`src/rtl/serial_adder_pkg.sv`:
```
// Shared types and constants for the bit-serial adder controller.
package serial_adder_pkg;

  localparam int unsigned DEFAULT_WIDTH = 8;

  typedef enum logic [1:0] {
    IDLE,
    BUSY,
    DONE
  } state_t;

endpackage

```
`src/rtl/serial_adder_ctrl_full_fast_adder.sv`:
```
// Single-bit full adder used as the serial adder's arithmetic cell.
module full_fast_adder (
  input  logic x,
  input  logic y,
  input  logic ci,
  output logic s,
  output logic co
);

  logic p;

  assign p  = x ^ y;
  assign s  = p ^ ci;
  assign co = (x & y) | (ci & p);

endmodule

```
`src/rtl/serial_adder_ctrl.sv`:
```
// Bit-serial adder controller: captures a, b, cin, adds LSB-first over WIDTH cycles.
// Optional signed-overflow output enabled by defining SERIAL_ADDER_OVF_EN.
module serial_adder_ctrl
  import serial_adder_pkg::*;
#(
  parameter int unsigned WIDTH = DEFAULT_WIDTH
) (
  input  logic             clk,
  input  logic             rst,
  input  logic             in_valid,
  output logic             in_ready,
  input  logic [WIDTH-1:0] a,
  input  logic [WIDTH-1:0] b,
  input  logic             cin,
  output logic             out_valid,
  input  logic             out_ready,
  output logic [WIDTH-1:0] z,
  output logic             cout
`ifdef SERIAL_ADDER_OVF_EN
  ,
  output logic             ovf
`endif
);

  localparam int unsigned     CW       = $clog2(WIDTH);
  localparam logic [CW-1:0] LAST_BIT = CW'(WIDTH - 1);

  state_t           state;
  state_t           state_next;
  logic [WIDTH-1:0] opa;
  logic [WIDTH-1:0] opb;
  logic             carry_q;
  logic [CW-1:0]    cnt;
  logic             sum_bit;
  logic             carry_bit;
  logic             last;

  full_fast_adder u_fa (
    .x  (opa[0]),
    .y  (opb[0]),
    .ci (carry_q),
    .s  (sum_bit),
    .co (carry_bit)
  );

  assign last = (state == BUSY) && (cnt == LAST_BIT);

  always_ff @(posedge clk) begin
    if (rst) state <= IDLE;
    else     state <= state_next;
  end

  always_comb begin
    state_next = state;
    case (state)
      IDLE:    if (in_valid)  state_next = BUSY;
      BUSY:    if (last)      state_next = DONE;
      DONE:    if (out_ready) state_next = IDLE;
      default:                state_next = IDLE;
    endcase
  end

  always_comb begin
    in_ready  = (state == IDLE);
    out_valid = (state == DONE);
  end

  // The A register doubles as the result shift register: each consumed LSB
  // frees the MSB slot, which receives the new sum bit.
  always_ff @(posedge clk) begin
    if (rst) begin
      opa     <= '0;
      opb     <= '0;
      carry_q <= 1'b0;
      cnt     <= '0;
      z       <= '0;
      cout    <= 1'b0;
`ifdef SERIAL_ADDER_OVF_EN
      ovf     <= 1'b0;
`endif
    end else begin
      case (state)
        IDLE: begin
          if (in_valid) begin
            opa     <= a;
            opb     <= b;
            carry_q <= cin;
            cnt     <= '0;
          end
        end
        BUSY: begin
          opa     <= {sum_bit, opa[WIDTH-1:1]};
          opb     <= {1'b0, opb[WIDTH-1:1]};
          carry_q <= carry_bit;
          if (last) begin
            z    <= {sum_bit, opa[WIDTH-1:1]};
            cout <= carry_bit;
`ifdef SERIAL_ADDER_OVF_EN
            ovf  <= carry_q ^ carry_bit;
`endif
          end else begin
            cnt <= cnt + CW'(1);
          end
        end
        default: ;
      endcase
    end
  end

endmodule
```
`config.mk`:
```
export PLATFORM = sky130hd
export DESIGN_NAME = serial_adder_ctrl
export DESIGN_NICKNAME = d
export VERILOG_FILES = /design/src/rtl/serial_adder_pkg.sv /design/src/rtl/serial_adder_ctrl_full_fast_adder.sv /design/src/rtl/serial_adder_ctrl.sv
export SDC_FILE = /design/constraint.sdc
export NUM_CORES = 1
export LEC_CHECK = 0
export BUFFER_PORTS_ARGS = -buffer_cell sky130_fd_sc_hd__buf_2
export CORE_ASPECT_RATIO = 0.5
export CORE_MARGIN = 2
export CORE_UTILIZATION = 29
export DETAILED_ROUTE_END_ITERATION = 12
export GPL_TIMING_DRIVEN = 0
export PLACE_DENSITY_LB_ADDON = 0.05
export SYNTH_ARGS = -nofsm -noshare
export SYNTH_HDL_FRONTEND = slang
export SYNTH_SLANG_ARGS = --single-unit
```
`constraint.sdc`:
```
create_clock -name clk -period 1.83 [get_ports clk]
set_clock_uncertainty 0.15 [all_clocks]
set_input_delay 0 -clock clk [delete_from_list [all_inputs] [get_ports clk]]
set_output_delay 0 -clock clk [all_outputs]
set_load 0.1 [all_outputs]
```
## After elaboration in Yosys (flattened, before gate mapping)

Index checks and enable logic that the tools add are counted.
Widths: inputs -> output; s select.

| cells by class | value |
|---|---|
| add/sub/neg operators | 1 |
| eq/ne operators | 7 |
| multiplexer cells | 13 |
| bitwise logic cells | 5 |
| reductions and logical operators | 7 |

Operators by type and width:

| cell | number |
|---|---|
| $pmux 8 s2 | 2 |
| $mux 8 | 2 |
| $mux 2 | 3 |
| $mux 3 | 2 |
| $ne 2x2->1 const B | 3 |
| $pmux 2 s3 | 1 |
| $pmux 3 s2 | 1 |
| $reduce_and 3->1 | 2 |
| $reduce_and 2->1 | 2 |
| $add 3x1->3 const B | 1 |
| $eq 3x3->1 const B | 1 |
| $and 1x1->1 | 2 |
| $eq 2x1->1 const B | 1 |
| $eq 2x2->1 const B | 1 |
| $logic_not 2->1 | 1 |
| $ne 2x1->1 const B | 1 |
| $pmux 1 s2 | 1 |
| $reduce_bool 2->1 | 1 |
| $xor 1x1->1 | 2 |
| $logic_and 1x1->1 | 1 |
| $mux 1 | 1 |
| $or 1x1->1 | 1 |

| word-level totals | value |
|---|---|
| flip-flop bits (word level) | 31 |
| bits of input ports | 21 |
| logic and storage cells | 40 |

## Longest topological paths before layout

Gate-level depths: netlist of run 1.

| logic depth | value |
|---|---|
| word-level depth | 4 |
| mapped depth | 6 |
| mapped depth without buffers | 5 |

## By module

From an unflattened synthesis of run 1, not the netlist that was laid out.

| second synthesis, totals | value |
|---|---|
| cell total of the unflattened synthesis | 133 |
| area, all modules | 1438.9 µm² |

By module, submodules not included:

| module | instances | cells each | area each (µm²) | sequential area each (µm²) |
|---|---|---|---|---|
| serial_adder_ctrl | 1 | 132 | 1418.9 | 620.6 |
| full_fast_adder | 1 | 1 | 20.0 | 0.0 |

## Worst setup path before layout of run 1

No wires, ideal clock.

| timing path | value |
|---|---|
| kind | register -> register |
| start point | reg state[0] |
| end point | reg opb[7] |
| setup time | 70 ps |
| arrival time | 2251 ps |
| required time | 1610 ps |
| setup slack | -641 ps |
| cell stages (with the launch flop) | 6 |
| clock period less this slack | 2471 ps |
| cell sequence | dfxtp_1 -> buf_6 -> clkbuf_4 -> nor2_1 -> a32oi_1 -> nor2_1 |

| on the way | value |
|---|---|
| longest elaborated chain between the ends | 3 |

Ends and longest elaborated chain:

| what | RTL line | RTL |
|---|---|---|
| from (decl) | serial_adder_ctrl.sv:28 | `state_t state;` |
| from (signal assigned) | serial_adder_ctrl.sv:50 | `else state <= state_next;` |
| $logic_not 2->1 (*) | -- |  |
| net in_ready | serial_adder_ctrl.sv:11 | `output logic in_ready,` |
| $ne 2x2->1 (no line) or $reduce_bool 2->1 (tied branches) | -- |  |
| $reduce_and 2->1 (no line) | -- |  |
| to (signal assigned) | serial_adder_ctrl.sv:93 | `opb <= {1'b0, opb[WIDTH-1:1]};` |
| to (decl) | serial_adder_ctrl.sv:31 | `logic [WIDTH-1:0] opb;` |

The timed path passes the listed nets; every way through them passes the cells marked *.
A chain may end at the register's enable or synchronous reset.

## Final worst setup path of run 1

| timing path | value |
|---|---|
| start point | reg cnt[0] |
| end point | reg z[5] |

| on the way | value |
|---|---|
| longest elaborated chain between the ends | 3 |

Ends and longest elaborated chain:

| what | RTL line | RTL |
|---|---|---|
| from (decl) | serial_adder_ctrl.sv:33 | `logic [CW-1:0] cnt;` |
| from (signal assigned) | serial_adder_ctrl.sv:102 | `cnt <= cnt + CW'(1);` |
| $eq 3x3->1 | serial_adder_ctrl.sv:46 | `assign last = (state == BUSY) && (cnt == LAST_BIT);` |
| $logic_and 1x1->1 | serial_adder_ctrl.sv:46 |  |
| $reduce_and 2->1 (no line) | -- |  |
| to (signal assigned) | serial_adder_ctrl.sv:96 | `z <= {sum_bit, opa[WIDTH-1:1]};` |
| to (decl) | serial_adder_ctrl.sv:17 | `output logic [WIDTH-1:0] z,` |

No other way between the ends.

==> run_results.csv, run 1 <==
group,metric,value,unit
setup_path,rrSetupSlack,0.13,ns
yosys,syn-num-nets,159,
setup_path,critPathLaunchType,"flop",
drt,first_iter_violations,24,
job,maxCapViolCount,0,
layout,fillCellCount,512,
sta,finalHoldViolations,0,
sta,timing.hold.ws,0.3099,ns
placed_design,dpl.hpwl,2.242,mm
placed_design,io_buffers,31,
outcome,status,"finished clean",
yosys,yosys_warnings,0,
layout,area_growth,36.85,%
die,die_y,53.77,µm
die,initial_core_util,29.66,%
setup_path,cpPeakStageDelay,0.34,ns
yosys,ys_top_cells_by_count,"dfxtp_1, nor2_1, mux2i_1, a211oi_2, nand3_1",
layout,antenna_cells,0,
placed_design,place_ws,0.1427,ns
yosys,synth_cells,135,
setup_path,crit_path_end,"z[5]",
cts,clkTransAtPathRegs,0.07,ns
grt,grt_use_total,13.39,%
cts,root_buffer,"clkbuf_8",
cts,cts_sinks,31,
setup_path,cp_top_family,"adder cells",
setup_path,path_class,"flop to flop",
setup_path,crit_required,1.83,ns
sta,setup_violations,0,
yosys,synth_top_area_share,43.21,%
cts,cts_tree,"yes",
yosys,yosysMostFrequentCell,"dfxtp_1",
yosys,syn_area,0.001436,mm²
min_path,hold_class,"input port to flop",
setup_path,end_kind,"flop",
yosys,syn_avg_cell_area,10.64,µm²
yosys,synth_seq_cells,31,
layout,instances_no_fill,264,
drt,drt-wirelength-per-cell,12.79,µm
drt,drc,0,
setup_path,cpMaxStageDelayCell,"dfxtp_1",
yosys,seq_area_frac_synth,43.21,%
sta,layout_setup_ws,0.1343,ns
setup_path,r2r_cells,6,
grt,grt_max_degree,11,
cts,cts_buffer_depth,2,
placed_design,finalWeightedCongestion,0.6634,
die,die_area,0.005566,mm²
placed_design,dp.cells,236,
yosys,synthFlopType,"dfxtp_1",
layout,multi_input_comb_area,742.0,µm²
setup_path,crit_top_cell,"ha_1",
setup_path,r2r_end,"z[5]",
die,fp-row-count,18,
drt,ant_nets,0,
layout,nNetsFinal,217,
setup_path,crit_fanout,10,
die,die_x,103.5,µm
die,core,0.004842,mm²
cts,clkLatencyLatePin,0.28,ns
grt,antenna_found_initial,0,
drt,vias_per_cell,4.326,
sta,fmax,589.7,MHz
layout,final_util,40.59,%
layout,drive_gt1_share,32.47,%
sta,slew_violations,0,
grt,grt_pass1_vias,1116,
setup_path,startpoint,"cnt[0]",
cts,numCtsBuffers,5,
grt,grt-ovfl-total,0,
sta,rsz0062_at_grt,"no",
cts,cts_setup_buffers,0,
setup_path,cp_cell_sequence,"ha_1 -> ha_1 -> nand3b_1 -> buf_4 -> mux2i_1 -> nor2_1",
pwr,powerDensity,774.7,mW/mm²
yosys,synth_area_leaders,"dfxtp_1, mux2i_1, a211oi_2",
yosys,yosysTopAreaCell,"dfxtp_1",
grt,grt_pass1_wl,5.547,mm
layout,seq_area,620.6,µm²
drt,vias,1142,
die,io_pins,32,
yosys,synth_enable_flop_cells,0,
drt,drt_first_pass_iters,4,
pwr,irDropWorstVdd,0.2739,mV
setup_path,rr_startpoint,"cnt[0]",
setup_path,critical_path_buf_inv_count,1,
sta,tightest_slew,0.7335,ns
sta,fin_crit,1.696,ns
pwr,p_leak,0.8770,nW
setup_path,cp.depth,6,
drt,wl,3.376,mm
yosys,synth_cell_type_count,24,
sta,timing.final.crit_share,92.66,%
cts,htree_levels,2,
sta,slew_headroom,51.10,%
setup_path,arrival,1.70,ns
yosys,ys_async_sr_fraction,0,%
layout by cell type, fill, tap and decap left out, drive strengths merged:
master	n
a211oi	16
dlygate4sd3	20
o21bai	1
clkbuf	9
a31oi	3
nand3	4
nand3b	1
mux2i	26
dfxtp	31
a21oi	2
nand2	3
clkinv	1
fa	1
nor4b	1
inv	1
nor2	28
o21ba	1
nor2b	1
nor3	1
buf	39
nand2b	1
a32oi	1
ha	2
per-layer routing:
metal  GRT usage [%]  up-vias  wire (µm)
met3           4.479        5        126
li1                -      596          -
met1           17.62      525       1839
met2           20.97       16       1377
met5               0        -          0
met4           4.730        0         33
logic make-up (layout without fill, tap and decap cells):
group	after synthesis	count (layout)	synth area share [%]
AO/OA/AOI/OAI	24	24	18.21
adder cells (fa/ha/maj)	3	3	3.136
buffers and inverters	11	70	5.487
flip-flops	31	31	43.21
multiplexers	26	26	18.12
AND/OR/NAND/NOR	40	40	11.85
worst min-delay path, cell delays in order:
cell,delay [ns]
dlygate4sd3_1,0.52
buf_2,0.14
a211oi_2,0.04
worst min-delay path by stage:
stage | slack (ns) | endpoint | depth (start not counted) | startpoint
floorplan | -0.09 | carry_q | 1 | rst
detailed placement | 0.07 | carry_q | 2 | rst
global placement | 0.06 | carry_q | 2 | rst
global route | 0.34 | carry_q | 3 | rst
finish | 0.31 | carry_q | 3 | rst
CTS | 0.30 | carry_q | 3 | rst
stage by stage:
step	instance area (µm²)	setup TNS [ns]	power (W)
finish	1966	0	0.001523
global route	1966	0	0.001604
CTS	1966	0	0.001548
detailed placement	1684	0	0.0009794
global placement	1684	0	0.0009788
floorplan	1441	-0.1119	0.0009146
area by class of cell:
cell class	instances	area share, %
inverters	1	0.1910
well taps	70	4.456
multi-input cells	93	37.75
clock buffers	7	3.883
flip-flops and latches	31	31.57
repair buffers	51	18.08
clock inverters	1	0.2546
plain buffers	10	3.819
report_power, final:
| group | total [W] | internal (W) | switching (W) | leakage (nW) |
|---|---|---|---|---|
| clock network | 0.000527 | 0.000267 | 0.000260 | 0.0422 |
| registers | 0.000738 | 0.000713 | 0.0000251 | 0.255 |
| logic | 0.000258 | 0.000128 | 0.000129 | 0.580 |
| total | 0.00152 | 0.00111 | 0.000415 | 0.877 |
sequential cells by signal, indices dropped and copies added (netlist names):
signal   cells
carry_q      1
cnt          3
cout         1
opa          8
opb          8
state        2
z            8
what timing repair did:
item,in CTS,in global routing
gates resized for setup,0,0
hold buffers,20,0
hold endpoints to repair,19,0
No activity file was read; power rests on OpenSTA's default activity.
==> inputs of run 2 (changes only) <==
--- a/config.mk
+++ b/config.mk
@@ -11,6 +11,7 @@
 export CORE_UTILIZATION = 29
 export DETAILED_ROUTE_END_ITERATION = 12
 export GPL_TIMING_DRIVEN = 0
+export MAX_ROUTING_LAYER = met4
 export PLACE_DENSITY_LB_ADDON = 0.05
 export SYNTH_ARGS = -nofsm -noshare
 export SYNTH_HDL_FRONTEND = slang
==> run_results.csv, run 2 (synthesis results as in run 1) <==
group,metric,value,unit
grt,grt_pass1_vias,1112,
outcome,status,"finished clean",
cts,htree_levels,2,
die,die_y,53.77,µm
setup_path,startpoint,"cnt[0]",
drt,drt_first_pass_iters,4,
die,die_x,103.5,µm
layout,area_growth,36.85,%
layout,reg.largest.list,"opa: 8 flops, opb: 8 flops, z: 8 flops",
cts,root_buffer,"clkbuf_8",
setup_path,crit_fanout,10,
grt,grt_pass1_wl,5.561,mm
layout,nNetsFinal,217,
cts,cts_tree,"yes",
cts,numCtsBuffers,5,
cts,ctsHoldBuffers,20,
pwr,p_leak,0.8770,nW
drt,drt-wirelength-per-cell,12.78,µm
layout,final_cell_mix,"dfxtp_1, buf_2, nor2_1",
grt,grt_max_degree,11,
die,core,0.004842,mm²
layout,instances_no_fill,264,
cts,cts_setup_buffers,0,
setup_path,end_kind,"flop",
cts,clkTransAtPathRegs,0.07,ns
setup_path,path_class,"flop to flop",
layout,fillCellCount,512,
drt,vias_per_cell,4.318,
die,fp-row-count,18,
drt,first_iter_violations,21,
pwr,powerDensity,775.0,mW/mm²
sta,rsz0062_at_grt,"no",
drt,wl,3.374,mm
sta,setup_violations,0,
sta,slew_headroom,51.09,%
die,io_pins,32,
setup_path,arrival,1.70,ns
setup_path,crit_top_cell,"ha_1",
setup_path,critPathLaunchType,"flop",
layout,antenna_cells,0,
setup_path,r2r_cells,6,
placed_design,io_buffers,31,
sta,fin_crit,1.696,ns
drt,vias,1140,
drt,ant_nets,0,
setup_path,crit_required,1.83,ns
grt,antenna_found_initial,0,
sta,timing.final.crit_share,92.68,%
setup_path,rrSetupSlack,0.13,ns
grt,grt_use_total,13.84,%
cts,clkLatencyLatePin,0.28,ns
layout,drive_gt1_share,32.47,%
setup_path,crit_path_end,"z[5]",
job,maxCapViolCount,0,
die,initial_core_util,29.66,%
sta,tightest_slew,0.7336,ns
placed_design,finalWeightedCongestion,0.6697,
cts,cts_buffer_depth,2,
grt,grt-ovfl-total,0,
cts,postCtsResizedCells,0,
setup_path,cpMaxStageDelayCell,"dfxtp_1",
setup_path,cp_cell_sequence,"ha_1 -> ha_1 -> nand3b_1 -> buf_4 -> mux2i_1 -> nor2_1",
sta,timing.hold.ws,0.3091,ns
setup_path,cpPeakStageDelay,0.34,ns
sta,fmax,589.6,MHz
drt,drc,0,
placed_design,dpl.hpwl,2.242,mm
sta,finalHoldViolations,0,
pwr,irDropWorstVdd,0.2736,mV
placed_design,dp.cells,236,
setup_path,r2r_end,"z[5]",
die,die_area,0.005566,mm²
cts,cts_sinks,31,
min_path,hold_class,"input port to flop",
setup_path,rr_startpoint,"cnt[0]",
sta,slew_violations,0,
-- run 2: cell counts in the layout (fill, tap and decap cells not counted) --
Identical to the previous run, type by type.
-- run 2: metal layers --
layer  part of all wire (%)  GRT usage (%)  wire length (µm)  up-vias
met1                     55          17.69              1845      522
li1                       -              -                 -      597
met5                      0              -                 0        -
met3                    3.7          4.479               126        5
met2                     41          20.97              1373       16
met4                   0.86          4.730                29        0
-- run 2: layout make-up --
class | count | area [µm²] | share of cell area, %
Buffer | 10 | 75.07 | 3.819
Clock buffer | 7 | 76.32 | 3.883
Clock inverter | 1 | 5.005 | 0.2546
Inverter | 1 | 3.754 | 0.1910
Multi-Input combinational cell | 93 | 742.0 | 37.75
Sequential cell | 31 | 620.6 | 31.57
Tap cell | 70 | 87.58 | 4.456
Timing Repair Buffer | 51 | 355.3 | 18.08
-- run 2: worst max-delay path, delay by kind of cell, from the launching register on --
family,cells,cell delay [ns]
simple gates,2,0.16
fa+ha+maj,2,0.47
buf+inv,1,0.22
flops,1,0.34
mux,1,0.21
-- run 2: through the flow --
| stage | worst slack (ns) | total power [W] | cell area, µm² | TNS [ns] | utilization [%] |
|---|---|---|---|---|---|
| after global placement | 0.1397 | 0.0009788 | 1684 | 0 | 34.78 |
| final | 0.1339 | 0.001523 | 1966 | 0 | 40.59 |
| after CTS | 0.1291 | 0.001548 | 1966 | 0 | 40.59 |
| after global routing | 0.0004798 | 0.001605 | 1966 | 0 | 40.59 |
| after detailed placement | 0.1427 | 0.0009794 | 1684 | 0 | 34.78 |
| after floorplan | -0.1119 | 0.0009146 | 1441 | -0.1119 | - |
-- run 2: worst min path at each step --
stage,start,endpoint,cells after the start
floorplan,rst,carry_q,1
global placement,rst,carry_q,2
detailed placement,rst,carry_q,2
CTS,rst,carry_q,3
global route,rst,carry_q,3
finish,rst,carry_q,3
-- run 2: report_power, final --
part | leakage (nW) | internal (W) | switching [W]
clock network | 0.0422 | 0.000267 | 0.000261
logic | 0.580 | 0.000128 | 0.000129
registers | 0.255 | 0.000713 | 0.0000250
total | 0.877 | 0.00111 | 0.000415
